### config.mk
export PLATFORM = sky130hd
export DESIGN_NAME = cnt_sync_rx
export DESIGN_NICKNAME = d
export VERILOG_FILES = /design/src/rtl/cnt_sync_pkg.sv /design/src/rtl/cdc_sync_bus.sv /design/src/rtl/cnt_sync_rx.sv
export SDC_FILE = /design/constraint.sdc
export NUM_CORES = 1
export LEC_CHECK = 0
export ABC_AREA = 1
export CAP_MARGIN = 20
export CORE_UTILIZATION = 48
export CTS_CLUSTER_DIAMETER = 150
export DETAILED_ROUTE_END_ITERATION = 7
export PLACE_DENSITY = 0.82
export SETUP_SLACK_MARGIN = 0.5
export SLEW_MARGIN = 40
export SYNTH_ARGS = -nofsm -noshare
export SYNTH_HDL_FRONTEND = slang
export SYNTH_SLANG_ARGS = --single-unit
### constraint.sdc
create_clock -name clk -period 2.2 [get_ports clk]
set_input_delay 0.33 -clock clk [delete_from_list [all_inputs] [get_ports clk]]
set_output_delay 0.33 -clock clk [all_outputs]
set_load 0.005 [all_outputs]
### src/rtl/cnt_sync_pkg.sv
// Shared types and Gray-code helpers for the Gray-counter receive path.
package cnt_sync_pkg;

    // Widest counter the helpers support; narrower values are zero-extended.
    localparam int unsigned MaxW = 32;

    typedef enum logic [1:0] {
        StAlign,
        StRun,
        StErr
    } state_e;

    // Binary bit i is the XOR of all Gray bits at or above i, within w bits.
    function automatic logic [MaxW-1:0] gray2bin(input logic [MaxW-1:0] g,
                                                 input int unsigned     w);
        logic [MaxW-1:0] b;
        b = '0;
        for (int i = 0; i < int'(MaxW); i++) begin
            if (i < int'(w)) begin
                b[i] = ^(g >> i);
            end
        end
        return b;
    endfunction

    function automatic logic [MaxW-1:0] bin2gray(input logic [MaxW-1:0] b);
        return b ^ (b >> 1);
    endfunction

endpackage

### src/rtl/cdc_sync_bus.sv
// Plain multi-flop synchronizer for a Gray-coded bus; no logic between stages.
module cdc_sync_bus #(
    parameter int unsigned WIDTH  = 8,
    parameter int unsigned STAGES = 2
) (
    input  logic             clk,
    input  logic             rst_n,
    input  logic [WIDTH-1:0] d,
    output logic [WIDTH-1:0] q
);

    (* ASYNC_REG = "TRUE" *) logic [WIDTH-1:0] sync_q [STAGES];
    logic [WIDTH-1:0] sync_d [STAGES];

    always_comb begin
        sync_d[0] = d;
        for (int i = 1; i < int'(STAGES); i++) begin
            sync_d[i] = sync_q[i-1];
        end
    end

    always_ff @(posedge clk or negedge rst_n) begin
        if (!rst_n) begin
            for (int i = 0; i < int'(STAGES); i++) begin
                sync_q[i] <= '0;
            end
        end else begin
            for (int i = 0; i < int'(STAGES); i++) begin
                sync_q[i] <= sync_d[i];
            end
        end
    end

    assign q = sync_q[STAGES-1];

endmodule

### src/rtl/cnt_sync_rx.sv
// Receives a remote Gray-coded event counter and replays each increment as a
// valid/ready event in the local clock domain.
module cnt_sync_rx
    import cnt_sync_pkg::*;
#(
    parameter int unsigned W           = 8,
    parameter int unsigned SYNC_STAGES = 2,
    parameter int unsigned MAX_PEND    = 127
) (
    input  logic         clk,
    input  logic         rst_n,
    input  logic [W-1:0] cnt_gray_in,
    input  logic         resync,
    output logic         evt_valid,
    input  logic         evt_ready,
    output logic [W-1:0] local_cnt,
    output logic [W-1:0] pending,
    output logic         aligned,
    output logic         err
);

    localparam int unsigned FillW = $clog2(SYNC_STAGES + 2);
    // Last fill count: synchronizer plus decode register are full.
    localparam logic [FillW-1:0] FillLast = FillW'(SYNC_STAGES + 1);
    localparam logic [W-1:0] PendMax = W'(MAX_PEND);

    logic [W-1:0]     sync_gray;
    logic [W-1:0]     remote_bin_d, remote_bin_q;
    logic [W-1:0]     local_cnt_d, local_cnt_q;
    logic [FillW-1:0] fill_d, fill_q;
    logic             err_d, err_q;
    state_e           state_d, state_q;

    cdc_sync_bus #(
        .WIDTH  (W),
        .STAGES (SYNC_STAGES)
    ) u_sync (
        .clk   (clk),
        .rst_n (rst_n),
        .d     (cnt_gray_in),
        .q     (sync_gray)
    );

    always_comb begin
        remote_bin_d = W'(gray2bin(MaxW'(sync_gray), W));
    end

    assign pending   = remote_bin_q - local_cnt_q;
    assign evt_valid = (state_q == StRun) && (pending != '0);
    assign aligned   = (state_q == StRun);
    assign local_cnt = local_cnt_q;
    assign err       = err_q;

    always_comb begin
        state_d     = state_q;
        fill_d      = fill_q;
        local_cnt_d = local_cnt_q;
        err_d       = err_q;
        if (resync) begin
            // Beats any same-cycle handshake; the local copy is reloaded anyway.
            err_d   = 1'b0;
            fill_d  = '0;
            state_d = StAlign;
        end else begin
            unique case (state_q)
                StAlign: begin
                    if (fill_q == FillLast) begin
                        local_cnt_d = remote_bin_q;
                        state_d     = StRun;
                    end else begin
                        fill_d = fill_q + FillW'(1);
                    end
                end
                StRun: begin
                    if (evt_valid && evt_ready) begin
                        local_cnt_d = local_cnt_q + W'(1);
                    end
                    if (pending > PendMax) begin
                        err_d   = 1'b1;
                        state_d = StErr;
                    end
                end
                StErr: begin
                end
                default: state_d = StAlign;
            endcase
        end
    end

    always_ff @(posedge clk or negedge rst_n) begin
        if (!rst_n) begin
            state_q      <= StAlign;
            fill_q       <= '0;
            remote_bin_q <= '0;
            local_cnt_q  <= '0;
            err_q        <= 1'b0;
        end else begin
            state_q      <= state_d;
            fill_q       <= fill_d;
            remote_bin_q <= remote_bin_d;
            local_cnt_q  <= local_cnt_d;
            err_q        <= err_d;
        end
    end

endmodule

==> results <==
- The run finished, with violations left.
- The final reports fail on setup timing.
- Detailed routing inserted a total of 1784 vias.
- Dividing the detail-routed via count by the number of cells gives between 5 and 6.
- The clock transition at the registers of the reported paths is 0.07 ns.
- Across the whole layout, storage elements account for 928 um2.
- In this run the tightest slew margin relative to its limit is 0.619.
- Dividing the final minimum period by the clock period gives 1.16.
- The starting density of the core is 0.520.
- The final setup violation count is 15.
- The final layout contains 317 nets.
- For this run, the total global-route usage over all layers was measured as 0.246.
- The final cell area excluding filler cells is 0.00303 mm2.
- Entering global routing, the biggest net connects 38 pins.
- The summed instance area of the synthesized netlist is 0.00197 mm2.
- The slew at the pin closest to its max-slew limit is 0.571 ns.
- For hold timing, the worst endpoint is u_sync.q[0]$_DFF_PN0_.
- The final-report max-slew violation count was 0.
- The fill cell instance count of the final layout is between 200 and 250.
- The worst slack at placement is -0.350 ns.
- The worst-case IR drop observed on VDD is a little over 0.0007 V.
- After layout, the minimum clock period comes to between 2 and 3 ns.
- The maximum number of buffers from clock root to sink is 2.
- The post-detailed-route wirelength per cell is ~15 um.
- The number of global-route vias before repair is 1785.
- The first global-routing pass estimated 7.81 mm of wire.
- The area of the die is about 0.0044 mm2.
- The area after detailed placement is 0.00256 mm2.
- In this run, synthesis produced a sequential element count of 37.
- Of the synthesized area, sequential elements account for 0.469.
- Relative to the synthesized area, the layout overhead comes to 53.4%.
- The count of cell types in the netlist is 28.
- The initial antenna violation count is 0.
- The source of the worst register-to-register timing path is local_cnt[0]$_DFFE_PN0P_.
- The worst slack on hold paths is 0.351 ns.
- The number of standard-cell rows in the floorplan is 22.
- The height of the chip is 66.1 um.
- The reg-to-reg endpoint is local_cnt[4]$_DFFE_PN0P_.
- The highest net fanout along the worst path is 2.
- The count of antenna diodes in the layout is 0.
- The number of nets handed over by synthesis was 236.
- The total detailed-routing wirelength is a little over 5 mm.
- The arrival time of data at the critical path endpoint is 2.21 ns.
- The worst setup path is launched from a flop.
- For this design the ratio of total power to cell area is 1610 mW/mm2.
- The analysis attributes to cell leakage a power of 1.46 nW.
- The number of iterations in the first detailed-routing pass is 4.
- The first routing iteration left 84 violations.
- Detailed placement finished with a half-perimeter wire length of 2.93 mm.
- The startpoint identified for the worst hold timing path is u_sync.sync_q[8]$_DFF_PN0_.
- The number of hold violations in the final report is 0.
- Setup repair after global routing could not meet its margin everywhere.
- In this run the count of I/O pins placed on the die edge is 31.
- The number of max-cap violations is 0.
- The setup slack of the worst register-to-register path is -0.32 ns.
- The worst min-delay path class is flop to flop.
- The total of buffers placed on input and output ports is 30.
- The average cell area after synthesis is about 9 um2.
- The fraction of final layout cells sized beyond drive strength 1 is 0.420.
- The number of remaining DRC errors is 0.
- Yosys printed 0 warnings.
- The data required time of the worst path is 1.87 ns.
- The H-tree generated during clock tree synthesis spans 2 levels.
- The width of the chip is 66.1 um.
- The clock tree root driver cell is sky130_fd_sc_hd__clkbuf_8.
- The final global-route overflow total is 0.
- Synthesis produced a netlist whose cell count is 213.
- After floorplanning, the core was sized to cover 0.00380 mm2.
- The worst setup path is of the flop to primary output kind.
- In this run, CTS created clock tree buffers numbering 5.
- TritonCTS built the clock tree.
- Clock tree synthesis found a total of 37 sinks.
- The path depth of the worst reg2reg path is 16.
- Between clock sinks in the finished design, the worst skew comes to between 0.005 and 0.006 ns.
- The weighted congestion reported at the end of routability-driven placement is 0.863.
- Timing would allow up to approximately 400 MHz.
- Once routing completed, OpenROAD measured the worst setup slack at -0.342 ns.
- The worst hold path was traced through 0 stages.
- The capturing element type of the critical path is a primary output.
- The combined area of the multi-input logic cells is 0.00118 mm2.
- The number of routed nets with antenna violations is 0.
- At the later pin of the worst-skew pair, clock insertion delay measures 0.28 ns.
-- Yosys cell counts (all sizes together) --
library cell,count,area [um2]
nand2,60,273
dfrtp,37,926
inv,26,97.6
nand3,24,135
xor2,14,130
ha,10,125
nor2,10,62.6
o21ai,7,35.0
a21oi,6,41.3
xnor2,5,43.8
or2,3,21.3
nand3b,2,15.0
nand4,2,12.5
nor3,2,10.0
a31oi,1,6.26
clkbuf,1,3.75
fa,1,20.0
o21a,1,7.51
o41ai,1,8.76
-- power by group --
group / switching (W) / leakage [nW] / internal [W]
combinational: 0.00165 / 0.958 / 0.00174
sequential: 0.000134 / 0.443 / 0.000839
clock: 0.000223 / 0.0542 / 0.000283
total: 0.00200 / 1.46 / 0.00286
-- worst max-delay path: stages, from the launching register on --
cell and delay, ns:
sky130_fd_sc_hd__dfrtp_1 0.42, sky130_fd_sc_hd__ha_4 0.18, sky130_fd_sc_hd__inv_2 0.05, sky130_fd_sc_hd__fa_2 0.45
sky130_fd_sc_hd__or2_4 0.30, sky130_fd_sc_hd__nor2_4 0.13, sky130_fd_sc_hd__nand3_2 0.11, sky130_fd_sc_hd__nor2_4 0.11
sky130_fd_sc_hd__a21oi_1 0.06, sky130_fd_sc_hd__buf_2 0.12
-- registers in the layout, indices dropped and copies added (netlist names) --
signal and count:
fill_q 2, local_cnt 8, u_sync.q 8, u_sync.sync_q 8
state_q 2, remote_bin_q 8, err 1
-- worst max-delay path by stage --
| stage | from | endpoint | slack [ns] | cells past startpoint |
|---|---|---|---|---|
| 3_3_place_gp | remote_bin_q[0]$_DFF_PN0_ | evt_valid | -0.27 | 10 |
| 3_5_place_dp | remote_bin_q[0]$_DFF_PN0_ | evt_valid | -0.35 | 10 |
| 4_1_cts | local_cnt[0]$_DFFE_PN0P_ | evt_valid | -0.22 | 9 |
| 6_report | local_cnt[0]$_DFFE_PN0P_ | evt_valid | -0.34 | 9 |
| 2_1_floorplan | local_cnt[0]$_DFFE_PN0P_ | local_cnt[0]$_DFFE_PN0P_ | 0.08 | 13 |
| 5_1_grt | local_cnt[0]$_DFFE_PN0P_ | local_cnt[4]$_DFFE_PN0P_ | -0.39 | 16 |
-- routing by layer --
metal,track usage,vias up,routed length [um]
met5,0,-,0
met4,0.130,0,129
met3,0.0483,13,253
met2,0.446,64,2820
met1,0.269,865,1930
li1,-,842,-
-- placed cells by master, fill, tap and decap left out, types with 7 or more instances in the layout --
cell type                         netlist  layout
sky130_fd_sc_hd__nand2_1               49      34
sky130_fd_sc_hd__xor2_1                13      12
sky130_fd_sc_hd__nand3_1               21      16
sky130_fd_sc_hd__o21ai_0                7       7
sky130_fd_sc_hd__dfrtp_1               37      35
sky130_fd_sc_hd__buf_4                  0      33
sky130_fd_sc_hd__inv_2                  0       8
sky130_fd_sc_hd__clkbuf_8               0       7
sky130_fd_sc_hd__inv_1                 26      18
sky130_fd_sc_hd__clkdlybuf4s50_1        0      19
sky130_fd_sc_hd__buf_6                  0      15
sky130_fd_sc_hd__nand2_2                7      21
-- metrics by stage --
| step | cells | util | power [W] | TNS (ns) |
|---|---|---|---|---|
| 2_1_floorplan | 213 | - | 0.00228 | 0 |
| 3_3_place_gp | 317 | 0.674 | 0.00337 | -1.08 |
| 3_5_place_dp | 317 | 0.674 | 0.00346 | -2.00 |
| 4_1_cts | 340 | 0.771 | 0.00449 | -2.02 |
| 5_1_grt | 343 | 0.797 | 0.00519 | -4.23 |
| 6_report | 343 | 0.797 | 0.00487 | -3.29 |
-- area by class of cell --
class,count,share of cell area
sequential,37,0.307
multi-input combinational,150,0.388
clock buffer,7,0.0318
timing repair buffer,74,0.219
tap,48,0.0198
clock inverter,1,0.00165
inverter,26,0.0322
-- what timing repair did --
action / 4_1_cts / 5_1_grt
cloned: 1 / 0
resized for setup: 64 / 26
hold buffers: 0 / 0
endpoints found under the setup margin: 19 / 22
pin swaps: 20 / 5
setup buffers: 14 / 3
-- kinds of logic (layout without fill, tap and decap cells) --
group,Yosys count,count (layout),share of synthesized area
simple gates,103,104,0.268
buf+inv,27,108,0.0513
fa+ha+maj,11,11,0.0735
flops,37,37,0.469
xor+xnor,19,19,0.0881
compound gates,16,16,0.0501
No activity file was read; power rests on OpenSTA's default activity.
